[src/rtl/ct_down_timer.sv]
// Loadable down-counting interval timer: counts a CPU-written reload value to zero,
// pulses TC, sets a sticky IRQ, then reloads (periodic) or halts (one-shot).
module ct_down_timer #(
    parameter int WIDTH = 16
) (
    input  logic             CK,
    input  logic             RESETL,
    input  logic [7:0]       DIN,
    input  logic             LDLO,
    input  logic             LDHI,
    input  logic             START,
    input  logic             STOP,
    input  logic             MODE,
    input  logic             ENAB,
    input  logic             IACK,
    output logic [WIDTH-1:0] Q,
    output logic             TC,
    output logic             IRQ,
    output logic             RUN
);

    logic [WIDTH-1:0] reload;
    logic [WIDTH-1:0] reload_nxt;
    logic [WIDTH-1:0] count;
    logic             run_r;
    logic             tc_r;
    logic             irq_r;
    logic             count_en;
    logic             terminal;

    // START must see bytes written on the same edge, so it loads from the merged value.
    always_comb begin
        reload_nxt = reload;
        if (LDLO) reload_nxt[7:0] = DIN;
        if (LDHI) reload_nxt[WIDTH-1:8] = DIN[WIDTH-9:0];
    end

    assign count_en = run_r && ENAB && !STOP && !START;
    assign terminal = count_en && (count == '0);

    always_ff @(posedge CK or negedge RESETL) begin
        if (!RESETL) begin
            reload <= '0;
            count  <= '0;
            run_r  <= 1'b0;
            tc_r   <= 1'b0;
            irq_r  <= 1'b0;
        end else begin
            reload <= reload_nxt;
            tc_r   <= terminal;
            if (terminal)
                irq_r <= 1'b1;
            else if (IACK)
                irq_r <= 1'b0;

            if (STOP) begin
                run_r <= 1'b0;
            end else if (START) begin
                count <= reload_nxt;
                run_r <= 1'b1;
            end else if (count_en) begin
                if (count == '0) begin
                    // Mid-run reload writes only become visible here, at the terminal reload.
                    if (MODE)
                        run_r <= 1'b0;
                    else
                        count <= reload;
                end else begin
                    count <= count - {{(WIDTH-1){1'b0}}, 1'b1};
                end
            end
        end
    end

    assign Q   = count;
    assign TC  = tc_r;
    assign IRQ = irq_r;
    assign RUN = run_r;

endmodule
[config.mk]
export PLATFORM = sky130hd
export DESIGN_NAME = ct_down_timer
export DESIGN_NICKNAME = d
export VERILOG_FILES = /design/src/rtl/ct_down_timer.sv
export SDC_FILE = /design/constraint.sdc
export NUM_CORES = 1
export LEC_CHECK = 0
export CAP_MARGIN = 20
export CORE_MARGIN = 10
export CORE_UTILIZATION = 56
export DETAILED_ROUTE_END_ITERATION = 6
export GPL_ROUTABILITY_DRIVEN = 0
export PLACE_DENSITY = 0.9
export REMOVE_ABC_BUFFERS = 1
export SLEW_MARGIN = 20
export SYNTH_ARGS = -nofsm -noshare
export SYNTH_HDL_FRONTEND = slang
export SYNTH_SLANG_ARGS = --single-unit
[constraint.sdc]
create_clock -name CK -period 3.2 [get_ports CK]
set_clock_uncertainty 0.15 [all_clocks]
set_input_delay 0.8 -clock CK [delete_from_list [all_inputs] [get_ports CK]]
set_output_delay 0.8 -clock CK [all_outputs]
set_load 0.05 [all_outputs]
* Word level (Yosys, flattened, before mapping)
Cells that the tools add are included.
** Operators by class
- Shift operators :: 0
- Bitwise logic cells :: 1
- Add/subtract/negate cells :: 1
- Multiply operators :: 0
- Equality and inequality tests :: 1
- Order comparisons :: 0
- Reductions and logical operators :: 14
- Divide/modulo/power cells :: 0
- Muxes and demuxes :: 13
** Operator list (count)
- 16-bit two-way mux :: 4
- 16-bit zero test :: 1
- 8-bit two-way mux :: 2
- 16-bit by 1-bit subtractor with 16-bit output, second input constant :: 1
- 3-bit nonzero test :: 3
- 1-bit two-way mux :: 7
- 3-bit AND reduction :: 2
- 1-bit logical AND :: 4
- 2-bit nonzero test :: 2
- 3-bit inequality test, second input constant :: 1
- 1-bit zero test :: 2
- 1-bit inverter :: 1
** Word-level totals
- Output and inout port bits :: 19
- Bits in writable memories :: 0
- ROM bits :: 0
- Register bits after elaboration :: 35
- Latch bits :: 0
- Logic and storage cells :: 35
- Memories :: 0
- Input port bits :: 17

* Depth between registers and ports, before layout
- Depth in word-level cells :: 6
- Gate-level depth with buffers :: 8

* Worst setup path after synthesis
No wires, ideal clock.
- Path type :: reg-to-reg
- Start point :: register count[0], in the netlist Q[0]
- End point :: register count[15], in the netlist Q[15]
- Cell stages (with the launch flop) :: 8
- Library setup time :: 0.121 ns
- Buffers on the path :: 0
- Data required time :: 2.929 ns
- Path slack :: 0.841 ns
- Period minus slack after synthesis :: 2.359 ns
- Arrival :: 2.088 ns
- Cells stage by stage :: dfrtp_1 -> inv_1 -> ha_1 -> nor4b_2 -> nand4_4 -> o31a_1 -> a21o_1 -> a22o_1
** Between the ends
- Longest elaborated chain between the ends :: 4
- Elaborated cells on any way between the ends :: 7
** RTL lines
- start: declaration :: RTL line 24 : logic [WIDTH-1:0] count;
- start signal: assignment :: RTL line 59 : count <= reload_nxt;
- start signal: assignment :: RTL line 67 : count <= reload;
- start signal: assignment :: RTL line 69 : count <= count - {{(WIDTH-1){1'b0}}, 1'b1};
- 16-bit by 1-bit subtractor with 16-bit output or 16-bit zero test (tied branches) :: RTL line 69, 62
- 16-bit two-way mux :: RTL line 62 : if (count == '0) begin
- 16-bit two-way mux :: RTL line 61 : end else if (count_en) begin
- 16-bit two-way mux :: RTL line 58 : end else if (START) begin
Several ways; a longest one is shown, not always the timed one. The select of a mux whose other input is x is not followed.
A chain may end at the register's enable or synchronous reset.

* Final worst setup path
- Start point :: register count[11], in the netlist Q[11]
- End point :: output port Q[11]
** RTL lines
- end: declaration :: RTL line 16 : output logic [WIDTH-1:0] Q,
No word-level cell between the ends.

==> reports/results.txt <==
status -> complete, no violations
Worst Path Max Fanout -> 6
drt total wl -> 5.25 mm
Critical Path Slowest Stage Cell -> clkdlybuf4s50_1
syn avg cell area -> 9.77 um2
Synth area leader -> dfrtp_1
crit-path max cell delay -> 0.87 ns
Ports -> 36
Cell Area, Synth -> 1980 um2
chip height -> 79.5 um
ys flop type -> dfrtp_1
Skew-Pair Late Insertion Delay -> 0.36 ns
Slew HR -> 54.9%
total power -> 0.00130 W
vias in the first global route -> 1740
Setup TNS -> 0 ns
crit path buf inv count -> 1
CTS resizes -> 0
largest net degree at the start of global routing -> 36
# Max-Cap Violations -> 0
kind of cell with the highest combined delay on the critical path -> buffers and inverters
initial cell density of the core -> 58.5%
row cnt -> 21
top-count cell post-synth -> dfrtp_1
Critical Path AT -> 1.76 ns
Max VDD drop -> 0.000410 V
CTS Buf Count -> 5
root buf cell -> clkbuf_4
CTS tree -> done
share of cells above drive strength 1 -> 15.8%
total congestion overflow -> 0
WP data required -> 2.25 ns
Yosys cell types -> 42
Routed WL per cell -> 18.3 um
vias -> 1799
Synth top area share -> 44.2%
Clock transition at path regs -> 0.12 ns
Seq/Total Area, Yosys -> 44.2%
Synth top cells by count -> dfrtp_1 (35), o21ai_0 (17)
final net count -> 259
wire length of the first global-routing pass -> 8.55 mm
fillers -> 244
Async SR Flop Fraction -> 100%
dominant cells by area after synthesis -> dfrtp_1 (44%), mux2_2 (8.5%), o21ai_0 (4.3%)
register bit total from synthesis -> 35
Post-Syn Instances -> 203
Worst setup EP type -> output port
CTS Buffer Depth -> 2
endpoints failing hold -> 0
Iteration-0 DRC Markers -> 265
CP startpoint kind -> register
kind of critical path -> register to output port
CTS Hold Bufs -> 0
CTS sink cnt -> 35
Die Wd -> 79.5 um
highest achievable clock rate -> 369 MHz
Tmin final -> 2.71 ns
Finish-stage setup viols -> 0
Pins Over Slew Limit -> 0
Hold Crit Class -> register to register
synth warn -> 0
initial antenna violation count -> 0
Die ar. -> 6320 um2
P_leak -> 1.01 nW
DRC -> 0
RSZ-0062 raised after global routing -> no
1st-pass router iterations -> 5
vias per cell -> 6.27
Final ANT Viol Nets -> 0
Clock H-tree levels -> 2
Post-DP HPWL -> 3.79 mm
pwr/cell area -> 530 nW/um2
Worst Tran Pin Value -> 0.673 ns
Syn-to-layout area delta -> 23.3%
core footprint -> 3390 um2
total track usage -> 17.1%
crit-path cells -> clkdlybuf4s50_1
Post-synth EDFFs -> 0
diode count -> 0
IO Port Bufs -> 35
final worst-path cycle share -> 84.8%
Post-CTS Setup Bufs -> 0
==> cell type report <==
type / instances / area, um2 / share of cell area (%)
repair buffers: 40 / 388 / 15.9
clock inverters: 3 / 20.0 / 0.819
clock buffers: 5 / 37.5 / 1.54
well taps: 46 / 57.6 / 2.35
flip-flops and latches: 35 / 876 / 35.8
multi-input cells: 143 / 1010 / 41.3
inverters: 15 / 56.3 / 2.30
==> routing by layer <==
metal / global-route usage, % / vias to the layer above / share of wire, % / routed length [um]
li1: - / 828 / - / -
met1: 22.4 / 865 / 44 / 2300
met2: 25.2 / 93 / 46 / 2410
met3: 4.62 / 13 / 8.2 / 429
met4: 8.42 / 0 / 2.1 / 112
met5: 0 / - / 0 / 0
==> worst reg2reg max path: cells and delay by family, from the launching register on <==
kind	cells	cell delay, ns
adders and majority gates	1	0.15
buffers and inverters	1	0.15
DFF	1	0.46
and+or+nand+nor	2	0.72
AOI/OAI and AO/OA	3	0.93
==> path summary, 6_finish.rpt <==
kind / slack (ns) / startpoint / end / cells past startpoint
worst max register to register: 0.55 / Q[0]$_DFFE_PN0P_ / Q[3]$_DFFE_PN0P_ / 7
max in group asynchronous: 1.88 / RESETL / Q[6]$_DFFE_PN0P_ / 2
worst min register to register: 0.34 / IRQ$_DFFE_PN0P_ / IRQ$_DFFE_PN0P_ / 1
min in group asynchronous: 0.69 / RESETL / Q[9]$_DFFE_PN0P_ / 2
worst max-delay path: 0.49 / Q[11]$_DFFE_PN0P_ / Q[11] / 1
worst min-delay path: 0.34 / IRQ$_DFFE_PN0P_ / IRQ$_DFFE_PN0P_ / 1
==> placed cells by master, fill, tap and decap left out, drive strengths merged, types with 2 or more instances in the layout <==
cell	netlist	layout
dfrtp	35	35
clkdlybuf4s50	0	35
o21ai	18	18
mux2	15	15
inv	15	15
nor2	15	15
a21oi	15	15
nand2	12	12
nand3	6	6
nor4	6	6
nor3	5	5
a32oi	5	5
a2bb2oi	5	5
clkbuf	7	5
buf	3	5
or3	4	4
mux2i	3	3
o21a	3	3
nor2b	2	2
a21o	2	2
a22o	2	2
o32ai	2	2
or2	2	2
o22ai	2	2
a31oi	2	2
ha	2	2
clkinvlp	0	2
==> cells by family (layout without fill, tap and decap cells) <==
logic type / after synthesis / after routing / synth area share (%)
muxes: 18 / 18 / 10.0
buffers and inverters: 25 / 63 / 4.92
adders and majority gates: 2 / 2 / 1.26
AOI/OAI and AO/OA: 63 / 63 / 20.8
and+or+nand+nor: 60 / 60 / 18.9
DFF: 35 / 35 / 44.2
==> sequential cells by signal, summed over array words and instances, names as in the netlist <==
name	cells
reload	16
Q	16
IRQ	1
TC	1
RUN	1
==> power by group <==
part	leakage, nW	internal [W]	switching (W)
logic	0.572	0.000170	0.000285
registers	0.410	0.000503	0.0000880
clock network	0.0272	0.0000838	0.000166
==> stage by stage <==
| stage | instance area [um2] | util (%) | instances | hold slack (ns) | setup slack, ns |
|---|---|---|---|---|---|
| after floorplan | 1940 | - | 193 | 0.314 | 0.766 |
| after global placement | 2390 | 70.4 | 279 | 0.315 | 0.492 |
| after detailed placement | 2390 | 70.4 | 279 | 0.318 | 0.445 |
| after global routing | 2440 | 72.1 | 287 | 0.362 | 0.396 |
| after CTS | 2440 | 72.1 | 287 | 0.344 | 0.493 |
| final | 2440 | 72.1 | 287 | 0.338 | 0.487 |
Note: power is estimated with default switching activity, not from simulation.
